### src/rtl/rf_seq_pkg.sv
// rtl/rf_seq_pkg.sv - shared types, field positions and defaults for the rf_sequencer slice
package rf_seq_pkg;

  localparam int DW_DEF  = 16;
  localparam int AW_DEF  = 3;
  localparam int OP_LSB  = 12;
  localparam int RD_LSB  = 9;
  localparam int RS1_LSB = 6;
  localparam int RS2_LSB = 3;
  localparam int IMM_LSB = 0;

  typedef enum logic [3:0] {
    OP_NOP = 4'd0,
    OP_ADD = 4'd1,
    OP_SUB = 4'd2,
    OP_AND = 4'd3,
    OP_OR  = 4'd4,
    OP_XOR = 4'd5,
    OP_SLL = 4'd6,
    OP_SRL = 4'd7,
    OP_LDI = 4'd8,
    OP_MOV = 4'd9
  } opcode_e;

  typedef enum logic [1:0] {
    S_IDLE,
    S_READ,
    S_EXEC,
    S_DONE
  } state_e;

  typedef struct packed {
    logic z;
    logic n;
    logic c;
  } flags_t;

  function automatic logic op_illegal(input logic [3:0] op);
    return op > OP_MOV;
  endfunction

endpackage

### src/rtl/rf_seq_alu.sv
// rtl/rf_seq_alu.sv - combinational ALU for rf_sequencer; RF_SEQ_FLAGS_EN adds the carry output
module rf_seq_alu
  import rf_seq_pkg::*;
#(
  parameter int DW = DW_DEF
) (
  input  opcode_e       op_i,
  input  logic [DW-1:0] a_i,
  input  logic [DW-1:0] b_i,
  input  logic [5:0]    imm6_i,
  output logic [DW-1:0] y_o
`ifdef RF_SEQ_FLAGS_EN
  ,
  output logic          carry_o
`endif
);

  logic [3:0] shamt;
  assign shamt = b_i[3:0];

  always_comb begin
    y_o = '0;
    case (op_i)
      OP_ADD:  y_o = a_i + b_i;
      OP_SUB:  y_o = a_i - b_i;
      OP_AND:  y_o = a_i & b_i;
      OP_OR:   y_o = a_i | b_i;
      OP_XOR:  y_o = a_i ^ b_i;
      OP_SLL:  y_o = a_i << shamt;
      OP_SRL:  y_o = a_i >> shamt;
      OP_LDI:  y_o = {{(DW-6){imm6_i[5]}}, imm6_i};
      OP_MOV:  y_o = a_i;
      default: y_o = '0;
    endcase
  end

`ifdef RF_SEQ_FLAGS_EN
  localparam int SW = $clog2(DW);
  logic [SW-1:0] sll_idx;
  logic [SW-1:0] srl_idx;
  logic [DW-1:0] sum;

  // Index of the last bit to leave the word for a non-zero shift amount.
  assign sll_idx = SW'(DW - int'(shamt));
  assign srl_idx = SW'(int'(shamt) - 1);
  assign sum     = a_i + b_i;

  always_comb begin
    carry_o = 1'b0;
    case (op_i)
      OP_ADD:  carry_o = sum < a_i;
      OP_SUB:  carry_o = a_i < b_i;
      OP_SLL:  carry_o = (shamt != 4'd0) && a_i[sll_idx];
      OP_SRL:  carry_o = (shamt != 4'd0) && a_i[srl_idx];
      default: carry_o = 1'b0;
    endcase
  end
`endif

endmodule

### src/rtl/rf_sequencer.sv
// rtl/rf_sequencer.sv - single-issue sequencer driving an 8x16 register file; RF_SEQ_FLAGS_EN adds z/n/c flags
module rf_sequencer
  import rf_seq_pkg::*;
#(
  parameter int DW = DW_DEF,
  parameter int AW = AW_DEF
) (
  input  logic          CLK,
  input  logic          RST_N,
  input  logic          instr_valid,
  output logic          instr_ready,
  input  logic [15:0]   instr,
  output logic [AW-1:0] rf_num_R1,
  output logic [AW-1:0] rf_num_R2,
  output logic [AW-1:0] rf_W1,
  output logic          rf_WE,
  output logic [DW-1:0] rf_Din,
  input  logic [DW-1:0] rf_Dout_1,
  input  logic [DW-1:0] rf_Dout_2,
  output logic          done,
  output logic [DW-1:0] result,
  output logic          illegal
`ifdef RF_SEQ_FLAGS_EN
  ,
  output logic          flag_z,
  output logic          flag_n,
  output logic          flag_c
`endif
);

  state_e        state_q, state_d;
  logic [15:0]   instr_q, instr_d;
  logic [DW-1:0] result_q, result_d;
  logic [DW-1:0] alu_y;
  logic [3:0]    op_in;
  opcode_e       op_q;

  assign op_in = instr[OP_LSB +: 4];
  assign op_q  = opcode_e'(instr_q[OP_LSB +: 4]);

`ifdef RF_SEQ_FLAGS_EN
  flags_t flags_q, flags_d;
  logic   alu_c;
`endif

  rf_seq_alu #(.DW(DW)) u_alu (
    .op_i   (op_q),
    .a_i    (rf_Dout_1),
    .b_i    (rf_Dout_2),
    .imm6_i (instr_q[IMM_LSB +: 6]),
    .y_o    (alu_y)
`ifdef RF_SEQ_FLAGS_EN
    ,
    .carry_o(alu_c)
`endif
  );

  always_ff @(posedge CLK) begin
    if (!RST_N) begin
      state_q  <= S_IDLE;
      instr_q  <= '0;
      result_q <= '0;
`ifdef RF_SEQ_FLAGS_EN
      flags_q  <= '0;
`endif
    end else begin
      state_q  <= state_d;
      instr_q  <= instr_d;
      result_q <= result_d;
`ifdef RF_SEQ_FLAGS_EN
      flags_q  <= flags_d;
`endif
    end
  end

  always_comb begin
    state_d  = state_q;
    instr_d  = instr_q;
    result_d = result_q;
`ifdef RF_SEQ_FLAGS_EN
    flags_d  = flags_q;
`endif
    case (state_q)
      S_IDLE: begin
        if (instr_valid) begin
          instr_d = instr;
          // NOP and illegal opcodes retire without touching the RF.
          if (op_illegal(op_in) || op_in == OP_NOP) state_d = S_DONE;
          else if (op_in == OP_LDI)                 state_d = S_EXEC;
          else                                      state_d = S_READ;
        end
      end
      S_READ: state_d = S_EXEC;
      S_EXEC: begin
        result_d = alu_y;
`ifdef RF_SEQ_FLAGS_EN
        flags_d.z = (alu_y == '0);
        flags_d.n = alu_y[DW-1];
        flags_d.c = alu_c;
`endif
        state_d = S_DONE;
      end
      S_DONE:  state_d = S_IDLE;
      default: state_d = S_IDLE;
    endcase
  end

  // Read addresses come straight from the latched instruction, so they hold outside READ.
  assign rf_num_R1   = instr_q[RS1_LSB +: AW];
  assign rf_num_R2   = instr_q[RS2_LSB +: AW];
  assign rf_W1       = instr_q[RD_LSB +: AW];
  assign rf_Din      = alu_y;
  assign rf_WE       = (state_q == S_EXEC);
  assign instr_ready = (state_q == S_IDLE);
  assign done        = (state_q == S_DONE);
  assign illegal     = done && op_illegal(instr_q[OP_LSB +: 4]);
  assign result      = result_q;

`ifdef RF_SEQ_FLAGS_EN
  assign flag_z = flags_q.z;
  assign flag_n = flags_q.n;
  assign flag_c = flags_q.c;
`endif

endmodule
### config.mk
export PLATFORM = sky130hd
export DESIGN_NAME = rf_sequencer
export DESIGN_NICKNAME = d
export VERILOG_FILES = /design/src/rtl/rf_seq_pkg.sv /design/src/rtl/rf_seq_alu.sv /design/src/rtl/rf_sequencer.sv
export SDC_FILE = /design/constraint.sdc
export NUM_CORES = 1
export LEC_CHECK = 0
export ABC_AREA = 1
export BUFFER_PORTS_ARGS = -buffer_cell sky130_fd_sc_hd__buf_2
export CAP_MARGIN = 20
export CORE_MARGIN = 4
export CORE_UTILIZATION = 50
export DETAILED_ROUTE_END_ITERATION = 8
export GPL_TIMING_DRIVEN = 0
export PLACE_DENSITY = 0.73
export SYNTH_ARGS = -nofsm -noshare
export SYNTH_HDL_FRONTEND = slang
export SYNTH_SLANG_ARGS = --single-unit
### constraint.sdc
create_clock -name CLK -period 3.4 [get_ports CLK]
set_input_delay 0.34 -clock CLK [delete_from_list [all_inputs] [get_ports CLK]]
set_output_delay 0.34 -clock CLK [all_outputs]
set_load 0.1 [all_outputs]
# After elaboration in Yosys (flattened, before gate mapping)
# Cells that the tools add are included.
# word_totals
regBits	34
in_bits	51
output_inout_bits	45
elab_cells	36
# op_classes
add_sub_neg	2
n_lt_le_gt_ge	2
eq_ne	14
shift	2
n_mux	5
bitwise_logic	3
reduce_logical	5
# ops
cell	n
16-bit one-hot mux with 9 select lines	1
16-bit adder	1
16-bit AND	1
4-bit by 3-bit equality test with 1-bit output, second input constant	4
16-bit OR	1
16-bit by 4-bit << shifter with 16-bit output	1
16-bit by 4-bit right shift with 16-bit output	1
16-bit subtractor	1
16-bit bitwise XOR	1
4-bit equality test, second input constant	3
4-bit by 2-bit equality test with 1-bit output, second input constant	2
4-bit greater-than comparator, second input constant	2
2-bit one-hot mux with 4 select lines	1
2-bit two-way mux	3
2-bit equality test, second input constant	2
4-bit by 1-bit equality test with 1-bit output, second input constant	1
4-bit zero test	1
2-bit by 1-bit equality test with 1-bit output, second input constant	1
2-bit zero test	1
2-bit != test, second input constant	1
2-bit AND reduction	1
1-bit logical AND	1
1-bit logical OR	1

# Longest topological paths before layout
# Gate-level depths: netlist (run 1).
# logic_depth
depth_word	5
mapped_depth	25

# By module
# Synthesis (run 1) repeated with hierarchy kept, for this count alone.
# hier_totals
hier_cells	906
area_unflattened_um2	5044.8
# by_module_without_submodules
mod	n_inst	cells_per_inst	area_each_um2	seq_area_each_um2
rf_seq_alu	1	732	3683.5	0.0
rf_sequencer	1	174	1361.3	680.7

# Worst setup path after synthesis (run 1)
# No wires, ideal clock.
# synth_path
path_kind	input -> output
from	input port rf_Dout_2[1]
to	output port rf_Din[15]
arrival_time_ps	3291
setup_slack_ps	-231
cell_stages	22
n_path_buf	2
path_cell_list	buf_2 inv_1 buf_2 ha_1 inv_1 nor2_1 nand2_1 nor3_1 nand2_1 nand2_1 o21ai_1 xor2_1 ha_1 nand2_1 nor2_1 and3_1 nand2_1 nand2_1 inv_1 nand2_1 nand3_1 nand2_1
# synth_via
elab_chain_cells	2
elab_cells_between_ends	5
cone_classes	add/sub: 2; shift: 2; mux: 1
# synth_lines
item	line_no	rtl
from (decl)	rf_sequencer.sv:19	input logic [DW-1:0] rf_Dout_2,
16-bit subtractor (tied with other cells)	rf_seq_alu.sv:25	OP_SUB: y_o = a_i - b_i;
16-bit one-hot mux with 9 select lines (*)	rf_seq_alu.sv:23	case (op_i)
to (decl)	rf_sequencer.sv:17	output logic [DW-1:0] rf_Din,
# Mark *: on every way between the ends. The rest lies on a longest branch, timed or not.

# Worst setup path in the final report (run 1)
# layout_path
from	input port rf_Dout_2[2]
to	output port rf_Din[15]
# The elaborated chain is that of the path after synthesis.

==> flow_metrics.env, run 1 <==
export IMPL_maxUsedRoutingLayer="met4"
export IMPL_die_w_microns=110
export IMPL_io_pin_count=96
export IMPL_yosysSeqAreaShare=0.131
export IMPL_relSlewSlack=0.559
export IMPL_hold_class="input port to flip-flop"
export IMPL_avgViaCountPerCell=5.59
export IMPL_r2r_cells=20
export IMPL_fp_dieArea_sq_um=12100
export IMPL_drtIter0Drc=630
export IMPL_p_sw_mw=1.87
export IMPL_final_max_slew_viol_count=0
export IMPL_grt_use_total=0.311
export IMPL_fin_hold_ws_ns=0.296
export IMPL_numClockSinks=34
export IMPL_place_gp_congestion=1.01
export IMPL_startpoint_type="input port"
export IMPL_whs_path_depth=3
export IMPL_hold_path_startpoint="instr[7]"
export IMPL_core_sq_um=9950
export IMPL_max_cap_violations=0
export IMPL_yosys_warnings=0
export IMPL_status="finished clean"
export IMPL_io_buffers=95
export IMPL_cts_tree="done"
export IMPL_grt_pass1_vias=5815
export IMPL_grt_max_degree=13
export IMPL_hold_viol_final=0
export IMPL_antenna_found_initial=0
export IMPL_route_detailed_drc=0
export IMPL_critPathCaptureType="primary output"
export IMPL_fin_skew_ns=0.00994
export IMPL_critPathArrivalTime_ns=2.96
export IMPL_power_density_nw_per_um2=499
export IMPL_final_cell_mix="252 x nand2_1, 113 x nor2_1, 107 x inv_1"
export IMPL_cts_buffers=5
export IMPL_synth_avg_cell_area_sq_um=5.57
export IMPL_p_clk_frac=0.143
export IMPL_reg2reg_from="instr_q[13]"
export IMPL_grt_pass1_wl_mm=29.6
export IMPL_clock_latency_ns=0.30
export IMPL_combPwrFrac=0.701
export IMPL_final_common_cell="nand2_1"
export IMPL_vdd_drop_max_uv=579
export IMPL_start_util=0.522
export IMPL_power_leakage_nw=3.53
export IMPL_routed_via_count=6601
export IMPL_rr_endpoint="result[15]"
export IMPL_cts_buffer_depth=2
export IMPL_min_to="instr_q[7]"
export IMPL_worstPathMaxFanout=8
export IMPL_switching_share=0.581
export IMPL_worstMarginPinSlew_ns=0.661
export IMPL_rsz0062_at_grt="yes"
export IMPL_p_seq_frac=0.156
export IMPL_synth_seq_cells=34
export IMPL_ys_types=41
export IMPL_ff2ff_setup_slack_ns=0.70
export IMPL_cts_hold_buf=0
export IMPL_htreeDepth=2
export IMPL_num_rows=36
export IMPL_route_met3_wl_mm=2.07
export IMPL_power_internal_mw=1.35
export IMPL_synthCells=933
export IMPL_root_buffer="clkbuf_8"
export IMPL_total_power_mw=3.21
export IMPL_min_period_over_period=0.971
export IMPL_ant_nets=0
export IMPL_fin_crit_ns=3.30
export IMPL_drt_pass1_iter_count=5
export IMPL_synth_nets=1037
export IMPL_wl_met1_mm=8.07
export IMPL_die_h_microns=110
export IMPL_area_growth_pct=24.0
export IMPL_num_nets_final=1150
export IMPL_wl_per_cell_microns=16.2
export IMPL_synthesis_area_sq_um=5190
export IMPL_clk_pin_slew_ns=0.08
export IMPL_critPathKind="input port to primary output"
export IMPL_dp_hpwl_mm=15.1
export IMPL_overflow=0
export IMPL_antenna_cells=0
export IMPL_drive_gt1_frac=0.213
export IMPL_fmax_mhz=303
export IMPL_required_ns=3.06
export IMPL_wl_mm=19.1
export IMPL_setup_viol=0
export IMPL_wl_met2_mm=8.27
-- power groups by stage --
stage | Combinational (mW) | Clock (mW) | Sequential [mW]
CTS | 2.12 | 0.464 | 0.497
global placement | 2.00 | 0 | 0.505
floorplan | 1.41 | 0 | 0.705
detailed placement | 2.00 | 0 | 0.505
global route | 2.40 | 0.486 | 0.508
finish | 2.25 | 0.460 | 0.500
-- cell families (layout without fill, tap and decap cells) --
logic type / count (synthesis) / after routing / share of synthesized area
XOR/XNOR: 14 / 14 / 0.0236
buffers and inverters: 158 / 272 / 0.130
flip-flops: 34 / 34 / 0.131
adder cells (fa/ha/maj): 53 / 53 / 0.129
AO/OA/AOI/OAI: 130 / 130 / 0.141
multiplexers: 2 / 2 / 0.00385
AND/OR/NAND/NOR: 542 / 542 / 0.441
-- layer usage --
metal | vias to the layer above | global-route usage
li1 | 3235 | -
met1 | 2923 | 0.440
met2 | 382 | 0.472
met3 | 61 | 0.0523
met4 | 0 | 0.110
met5 | - | 0
-- layout make-up --
cell class | instances | area [sq um]
inverter | 117 | 453
multi-input combinational | 741 | 4070
tap | 133 | 166
buffer | 38 | 225
fill | 1023 | 3510
clock buffer | 5 | 68.8
timing repair buffer | 109 | 702
clock inverter | 3 | 68.8
sequential | 34 | 688
-- per-stage QoR --
stage          area, sq um  cells  setup TNS (ns)  utilization  worst slack (ns)
2_1_floorplan         5220    933               0            -            0.0146
3_3_place_gp          5860   1161           -6.19        0.589            -0.721
3_5_place_dp          5860   1161           -6.00        0.589            -0.717
4_1_cts               6170   1171         -0.0700        0.620           -0.0583
5_1_grt               6440   1180          -0.227        0.647           -0.0888
6_report              6440   1180               0        0.647            0.0982
-- critical path, stage by stage --
cell and delay, ns:
buf_2 0.11, buf_4 0.17, nor2_4 0.16, inv_2 0.09
nor2_2 0.12, nand2_2 0.10, nor3_4 0.14, nand2_1 0.10
nand2_2 0.12, o21ai_2 0.07, xor2_1 0.14, ha_1 0.33
nand2_2 0.08, nor2_2 0.11, and3_1 0.17, nand2_1 0.07
nand2_2 0.07, inv_1 0.04, nand2_1 0.07, nand3_2 0.08
nand2_2 0.11, buf_12 0.18
-- state kept, by name, indices dropped and copies added, names as in the netlist --
signal / flops
instr_q: 16
result: 16
state_q: 2
-- synth_stat cells --
master / count / area share
nor2_4: 2 / 0.0043
o21ai_1: 6 / 0.0058
xor2_1: 13 / 0.022
xnor2_1: 1 / 0.0017
nor2_1: 120 / 0.087
a22o_1: 1 / 0.0017
nand2_2: 1 / 0.0012
inv_1: 113 / 0.082
nand4_1: 11 / 0.013
clkbuf_1: 9 / 0.0065
and3_1: 1 / 0.0012
nand3_1: 103 / 0.099
buf_1: 4 / 0.0029
buf_2: 13 / 0.013
mux2i_1: 2 / 0.0039
buf_4: 13 / 0.019
buf_6: 2 / 0.0043
nor3_1: 9 / 0.0087
o21ai_2: 1 / 0.0017
ha_1: 52 / 0.13
a41oi_1: 1 / 0.0017
a211oi_1: 1 / 0.0014
or2_2: 8 / 0.0096
nor2_2: 7 / 0.0084
inv_2: 2 / 0.0014
clkinv_1: 2 / 0.0014
or2_1: 1 / 0.0012
o211a_1: 1 / 0.0019
o31ai_2: 1 / 0.0024
and2_1: 2 / 0.0024
a31oi_1: 2 / 0.0024
nor3b_1: 2 / 0.0029
dfxtp_1: 34 / 0.13
o211ai_1: 16 / 0.023
o21a_1: 5 / 0.0072
a21o_1: 1 / 0.0014
a21oi_1: 35 / 0.034
nand3b_1: 5 / 0.0072
fa_1: 1 / 0.0039
o21ai_0: 59 / 0.057
nand2_1: 270 / 0.20
-- how the worst max path moves through the flow --
stage                      start         end  slack, ns
floorplan           rf_Dout_2[1]  rf_Din[15]       0.01
global placement    rf_Dout_2[1]  rf_Din[15]      -0.72
detailed placement  rf_Dout_2[1]  rf_Din[15]      -0.72
CTS                 rf_Dout_2[0]  rf_Din[15]      -0.06
global route         instr_q[13]  rf_Din[14]      -0.09
finish              rf_Dout_2[2]  rf_Din[15]        0.1
-- repair_timing --
action | CTS | global route
pin swaps | 6 | 20
cloned | 0 | 1
setup endpoints to repair | 15 | 15
buffers inserted | 3 | 10
resized for setup | 48 | 66
Power figures use the tool's default switching activity.
==> run 2: changes to the inputs <==
--- a/config.mk
+++ b/config.mk
@@ -11,8 +11,10 @@
 export CORE_MARGIN = 4
 export CORE_UTILIZATION = 50
 export DETAILED_ROUTE_END_ITERATION = 8
+export GPL_ROUTABILITY_DRIVEN = 0
 export GPL_TIMING_DRIVEN = 0
 export PLACE_DENSITY = 0.73
 export SYNTH_ARGS = -nofsm -noshare
 export SYNTH_HDL_FRONTEND = slang
+export SYNTH_HIERARCHICAL = 1
 export SYNTH_SLANG_ARGS = --single-unit
==> flow_metrics.env, run 2 <==
export IMPL_status="finished clean"
export IMPL_ys_async_sr_fraction=0
export IMPL_hold_viol_final=0
export IMPL_synth_ff_type="dfxtp_1"
export IMPL_area_growth_pct=22.5
export IMPL_post_route_worst_setup_slack_ns=0.106
export IMPL_io_buffers=95
export IMPL_min_period_over_period=0.969
export IMPL_synth_nets=1010
export IMPL_power_internal_mw=1.17
export IMPL_cp_common_cell="nand2_1"
export IMPL_rr_endpoint="result[15]"
export IMPL_fin_crit_ns=3.29
export IMPL_grt_max_degree=20
export IMPL_critPathCaptureType="primary output"
export IMPL_p_clk_frac=0.109
export IMPL_startpoint_type="input port"
export IMPL_synthesis_area_sq_um=5040
export IMPL_drtIter0Drc=630
export IMPL_cpLargestDelayFamily="simple AND/OR/NAND/NOR gates"
export IMPL_overflow=0
export IMPL_dp_hpwl_mm=14.4
export IMPL_htreeDepth=2
export IMPL_synth_top_area_frac=0.196
export IMPL_r2r_cells=19
export IMPL_routed_via_count=6245
export IMPL_power_leakage_nw=3.39
export IMPL_cp_depth=16
export IMPL_p_seq_frac=0.171
export IMPL_start_util=0.514
export IMPL_critical_path_cell_chain="buf_2 -> buf_4 -> nor2_2 -> nand2_2 -> buf_4 -> nand2_1 -> xor2_1 -> ha_1 -> nand2_1 -> nand3_1 -> nand2_1 -> nand2_1 -> a21oi_1 -> o21ai_0 -> nand3_1 -> buf_4"
export IMPL_wl_mm=17.9
export IMPL_avgViaCountPerCell=5.43
export IMPL_clk_pin_slew_ns=0.08
export IMPL_worstPathMaxFanout=10
export IMPL_grt_pass1_wl_mm=27.3
export IMPL_fin_hold_ws_ns=0.293
export IMPL_cp_num_buf_inv=4
export IMPL_setup_viol=0
export IMPL_root_buffer="clkbuf_8"
export IMPL_worstMarginPinSlew_ns=0.549
export IMPL_wl_per_cell_microns=15.5
export IMPL_drt_pass1_iter_count=5
export IMPL_cts_hold_buf=0
export IMPL_synth_edf_count=0
export IMPL_hold_class="input port to flip-flop"
export IMPL_io_pin_count=96
export IMPL_cts_tree="done"
export IMPL_power_density_nw_per_um2=463
export IMPL_yosys_warnings=6
export IMPL_critPathKind="input port to primary output"
export IMPL_num_nets_final=1121
export IMPL_yosysSeqAreaShare=0.135
export IMPL_relSlewSlack=0.634
export IMPL_cts_buffers=5
export IMPL_yosys_top_cells_area="nand2_1 20%, dfxtp_1 13%, ha_1 13%"
export IMPL_grt_use_total=0.293
export IMPL_grt_pass1_vias=5531
export IMPL_cts_buffer_depth=2
export IMPL_synth_avg_cell_area_sq_um=5.57
export IMPL_combPwrFrac=0.720
export IMPL_yosys_top_cells_count="264 x nand2_1, 130 x nor2_1, 108 x nand3_1, 91 x inv_1, 73 x o21ai_0"
export IMPL_ff2ff_setup_slack_ns=0.62
export IMPL_die_w_microns=108
export IMPL_dp_slack_ns=-0.655
export IMPL_antenna_cells=0
export IMPL_route_detailed_drc=0
export IMPL_vdd_drop_max_uv=610
export IMPL_final_common_cell="nand2_1"
export IMPL_antenna_found_initial=0
export IMPL_critical_path_max_stage_delay_ns=0.36
export IMPL_fp_dieArea_sq_um=11800
export IMPL_yosysMostFrequentCell="nand2_1"
export IMPL_die_h_microns=108
export IMPL_final_max_slew_viol_count=0
export IMPL_reg2reg_from="instr_q[13]"
export IMPL_final_cell_mix="256 x nand2_1, 126 x nor2_1, 101 x nand3_1"
export IMPL_core_sq_um=9820
export IMPL_ant_nets=0
export IMPL_ys_types=40
export IMPL_numClockSinks=34
export IMPL_num_rows=36
export IMPL_critPathArrivalTime_ns=2.95
export IMPL_setup_tns_final_ns=0
export IMPL_required_ns=3.06
export IMPL_crit_start="rf_Dout_2[0]"
export IMPL_fin_skew_ns=0.0111
export IMPL_crit_slowest_cell="ha_1"
export IMPL_clock_latency_ns=0.29
export IMPL_fmax_mhz=304
export IMPL_max_cap_violations=0
export IMPL_whs_path_depth=3
export IMPL_drive_gt1_frac=0.202
export IMPL_switching_share=0.591
export IMPL_synthCells=906
export IMPL_synth_seq_cells=34
export IMPL_crit_end="rf_Din[6]"
export IMPL_p_sw_mw=1.69
export IMPL_yosysTopAreaCell="nand2_1"
-- run 2: layout make-up --
cell class | instances | area, sq um
buffer | 37 | 228
fill | 1044 | 3640
timing repair buffer | 107 | 694
clock inverter | 1 | 5.00
inverter | 100 | 395
tap | 133 | 166
multi-input combinational | 732 | 3920
sequential | 34 | 688
clock buffer | 7 | 86.3
-- run 2: metal layers --
layer  part of all wire  track usage  routed length, microns  vias up
met1               0.43        0.410                    7730     2772
met2               0.43        0.449                    7760      293
li1                   -            -                       -     3138
met4              0.029       0.0974                     516        0
met5                  0            0                       0        -
met3               0.10       0.0567                    1860       42
-- run 2: worst min-delay path by stage --
stage / to / slack (ns) / start
final: instr_q[8] / 0.29 / instr[8]
after global routing: instr_q[11] / 0.30 / instr[11]
after CTS: instr_q[8] / 0.29 / instr[8]
after detailed placement: instr_q[11] / 0.47 / instr_q[11]
after global placement: instr_q[10] / 0.46 / instr_q[10]
after floorplan: instr_q[2] / 0.45 / instr_q[2]
-- run 2: timing repair --
action,4_1_cts,5_1_grt
gates cloned,0,0
gates resized for setup,37,50
setup endpoints to repair,14,14
buffers inserted,3,9
pin swaps,3,14
-- run 2: logic make-up (layout without fill, tap and decap cells) --
group,count (synthesis),in the layout,synth area share
AND/OR/NAND/NOR,536,536,0.446
buffers and inverters,140,252,0.123
AO/OA/AOI/OAI,129,129,0.139
adder cells (fa/ha/maj),53,53,0.133
flip-flops,34,34,0.135
XOR/XNOR,14,14,0.0243
-- run 2: stage by stage --
step | area (sq um) | util | cells | power (mW)
finish | 6180 | 0.629 | 1151 | 2.86
global route | 6180 | 0.629 | 1151 | 3.02
CTS | 5940 | 0.605 | 1143 | 2.72
detailed placement | 5710 | 0.582 | 1134 | 2.31
global placement | 5710 | 0.582 | 1134 | 2.31
floorplan | 5070 | - | 906 | 1.94
-- run 2: power groups by stage --
stage / sequential, mW / combinational, mW / clock [mW]
after floorplan: 0.660 / 1.28 / 0
after global placement: 0.492 / 1.82 / 0
after detailed placement: 0.493 / 1.82 / 0
after CTS: 0.485 / 1.92 / 0.315
after global routing: 0.495 / 2.19 / 0.335
final: 0.488 / 2.06 / 0.312
-- run 2: worst register-to-register path, cell delays in order (launching register included) --
cell     delay (ns)
dfxtp_4        0.38
inv_2          0.06
nor2_4         0.14
nand2_2        0.08
buf_4          0.18
nand2_1        0.07
xor2_1         0.16
ha_1           0.31
a21oi_2        0.17
nand2_2        0.10
nand2_1        0.08
nand2_2        0.09
buf_4          0.15
a21oi_1        0.12
nand2_1        0.08
nand3_2        0.10
nand2_2        0.09
buf_4          0.16
nor2_1         0.10
nor2_1         0.05
==> run 3: changes to the inputs <==
--- a/config.mk
+++ b/config.mk
@@ -10,6 +10,7 @@
 export CAP_MARGIN = 20
 export CORE_MARGIN = 4
 export CORE_UTILIZATION = 50
+export CTS_BUF_LIST = sky130_fd_sc_hd__clkbuf_8
 export DETAILED_ROUTE_END_ITERATION = 8
 export GPL_ROUTABILITY_DRIVEN = 0
 export GPL_TIMING_DRIVEN = 0
==> flow_metrics.env, run 3 (synthesis results as in run 2) <==
export IMPL_setup_viol=0
export IMPL_startpoint_type="input port"
export IMPL_reg2reg_from="instr_q[13]"
export IMPL_required_ns=3.06
export IMPL_root_buffer="clkbuf_8"
export IMPL_fin_skew_ns=0.0111
export IMPL_dp_cells=1134
export IMPL_ff2ff_setup_slack_ns=0.62
export IMPL_crit_start="rf_Dout_2[0]"
export IMPL_final_common_cell="nand2_1"
export IMPL_critPathCaptureType="primary output"
export IMPL_crit_end="rf_Din[6]"
export IMPL_drive_gt1_frac=0.202
export IMPL_cts_buffer_depth=2
export IMPL_wl_per_cell_microns=15.5
export IMPL_max_cap_violations=0
export IMPL_ant_nets=0
export IMPL_critical_path_cell_chain="buf_2 -> buf_4 -> nor2_2 -> nand2_2 -> buf_4 -> nand2_1 -> xor2_1 -> ha_1 -> nand2_1 -> nand3_1 -> nand2_1 -> nand2_1 -> a21oi_1 -> o21ai_0 -> nand3_1 -> buf_4"
export IMPL_worstPathMaxFanout=10
export IMPL_io_pin_count=96
export IMPL_drtIter0Drc=630
export IMPL_dp_hpwl_mm=14.4
export IMPL_relSlewSlack=0.634
export IMPL_worstMarginPinSlew_ns=0.549
export IMPL_die_w_microns=108
export IMPL_fin_crit_ns=3.29
export IMPL_whs_path_depth=3
export IMPL_cts_tree="done"
export IMPL_status="finished clean"
export IMPL_route_detailed_drc=0
export IMPL_rr_endpoint="result[15]"
export IMPL_critPathArrivalTime_ns=2.95
export IMPL_start_util=0.514
export IMPL_final_cell_mix="256 x nand2_1, 126 x nor2_1, 101 x nand3_1"
export IMPL_num_rows=36
export IMPL_die_h_microns=108
export IMPL_grt_use_total=0.293
export IMPL_grt_pass1_vias=5531
export IMPL_antenna_cells=0
export IMPL_critical_path_max_stage_delay_ns=0.36
export IMPL_grt_max_degree=20
export IMPL_hold_viol_final=0
export IMPL_r2r_cells=19
export IMPL_htreeDepth=2
export IMPL_clk_pin_slew_ns=0.08
export IMPL_clock_latency_ns=0.29
export IMPL_final_max_slew_viol_count=0
export IMPL_wl_mm=17.9
export IMPL_core_sq_um=9820
export IMPL_hold_class="input port to flip-flop"
export IMPL_crit_slowest_cell="ha_1"
export IMPL_area_growth_pct=22.5
export IMPL_fp_dieArea_sq_um=11800
export IMPL_total_power_mw=2.85
export IMPL_critPathKind="input port to primary output"
export IMPL_antenna_found_initial=0
export IMPL_fmax_mhz=304
export IMPL_hold_path_startpoint="instr[8]"
export IMPL_vdd_drop_max_uv=610
export IMPL_routed_via_count=6245
export IMPL_power_leakage_nw=3.39
export IMPL_post_route_worst_setup_slack_ns=0.106
export IMPL_io_buffers=95
export IMPL_final_cells=1151
export IMPL_cp_common_cell="nand2_1"
export IMPL_cts_buffers=5
export IMPL_drt_pass1_iter_count=5
export IMPL_dp_slack_ns=-0.655
export IMPL_power_density_nw_per_um2=462
export IMPL_avgViaCountPerCell=5.43
export IMPL_grt_pass1_wl_mm=27.3
export IMPL_numClockSinks=34
export IMPL_min_period_over_period=0.969
export IMPL_fillCellCount=1044
export IMPL_overflow=0
export IMPL_num_nets_final=1121
run 3: cell count changes in the layout (fill, tap and decap cells not counted), sizes merged:
| cell | delta |
|---|---|
| inv | +1 |
| clkbuf | -1 |
run 3: how the worst min path moves through the flow:
stage,end
after global placement,instr_q[10]
final,instr_q[8]
after CTS,instr_q[8]
after floorplan,instr_q[2]
after detailed placement,instr_q[11]
after global routing,instr_q[11]
run 3: area by class of cell:
type                       count  area, sq um  area share
buffer                        37          228      0.0369
clock buffer                   6         82.6      0.0134
clock inverter                 2         8.76     0.00142
inverter                     100          395      0.0640
multi-input combinational    732         3920       0.634
sequential                    34          688       0.111
tap                          133          166      0.0269
timing repair buffer         107          694       0.112
run 3: worst max-delay path: cells and delay by family:
| family | cells | cell delay (ns) |
|---|---|---|
| xor+xnor | 1 | 0.15 |
| simple gates | 8 | 0.93 |
| compound gates | 2 | 0.30 |
| fa+ha+maj | 1 | 0.36 |
| buf+inv | 4 | 0.87 |
run 3: routing by layer:
metal  global-route usage  share of wire
met3               0.0567           0.10
met1                0.410           0.43
met5                    0              0
met4               0.0974          0.029
met2                0.449           0.43
run 3: where the power goes:
group	switching (mW)	internal (mW)	total [mW]
logic	1.50	0.555	2.06
registers	0.0372	0.451	0.488
clock network	0.149	0.160	0.310
run 3: repair_timing:
action | CTS | global route
setup buffers | 3 | 9
hold endpoints to repair | 0 | 0
gates resized for setup | 37 | 50
endpoints found under the setup margin | 14 | 14
hold buffers | 0 | 0
pin swaps | 3 | 14
run 3: through the flow:
step                      setup TNS, ns  area (sq um)  hold slack (ns)  utilization
after detailed placement          -5.70          5710            0.475        0.582
after global routing            -0.0531          6180            0.301        0.629
after CTS                      -0.00901          5940            0.295        0.605
after global placement            -6.11          5710            0.463        0.582
final                                 0          6180            0.293        0.629
after floorplan                       0          5070            0.454            -
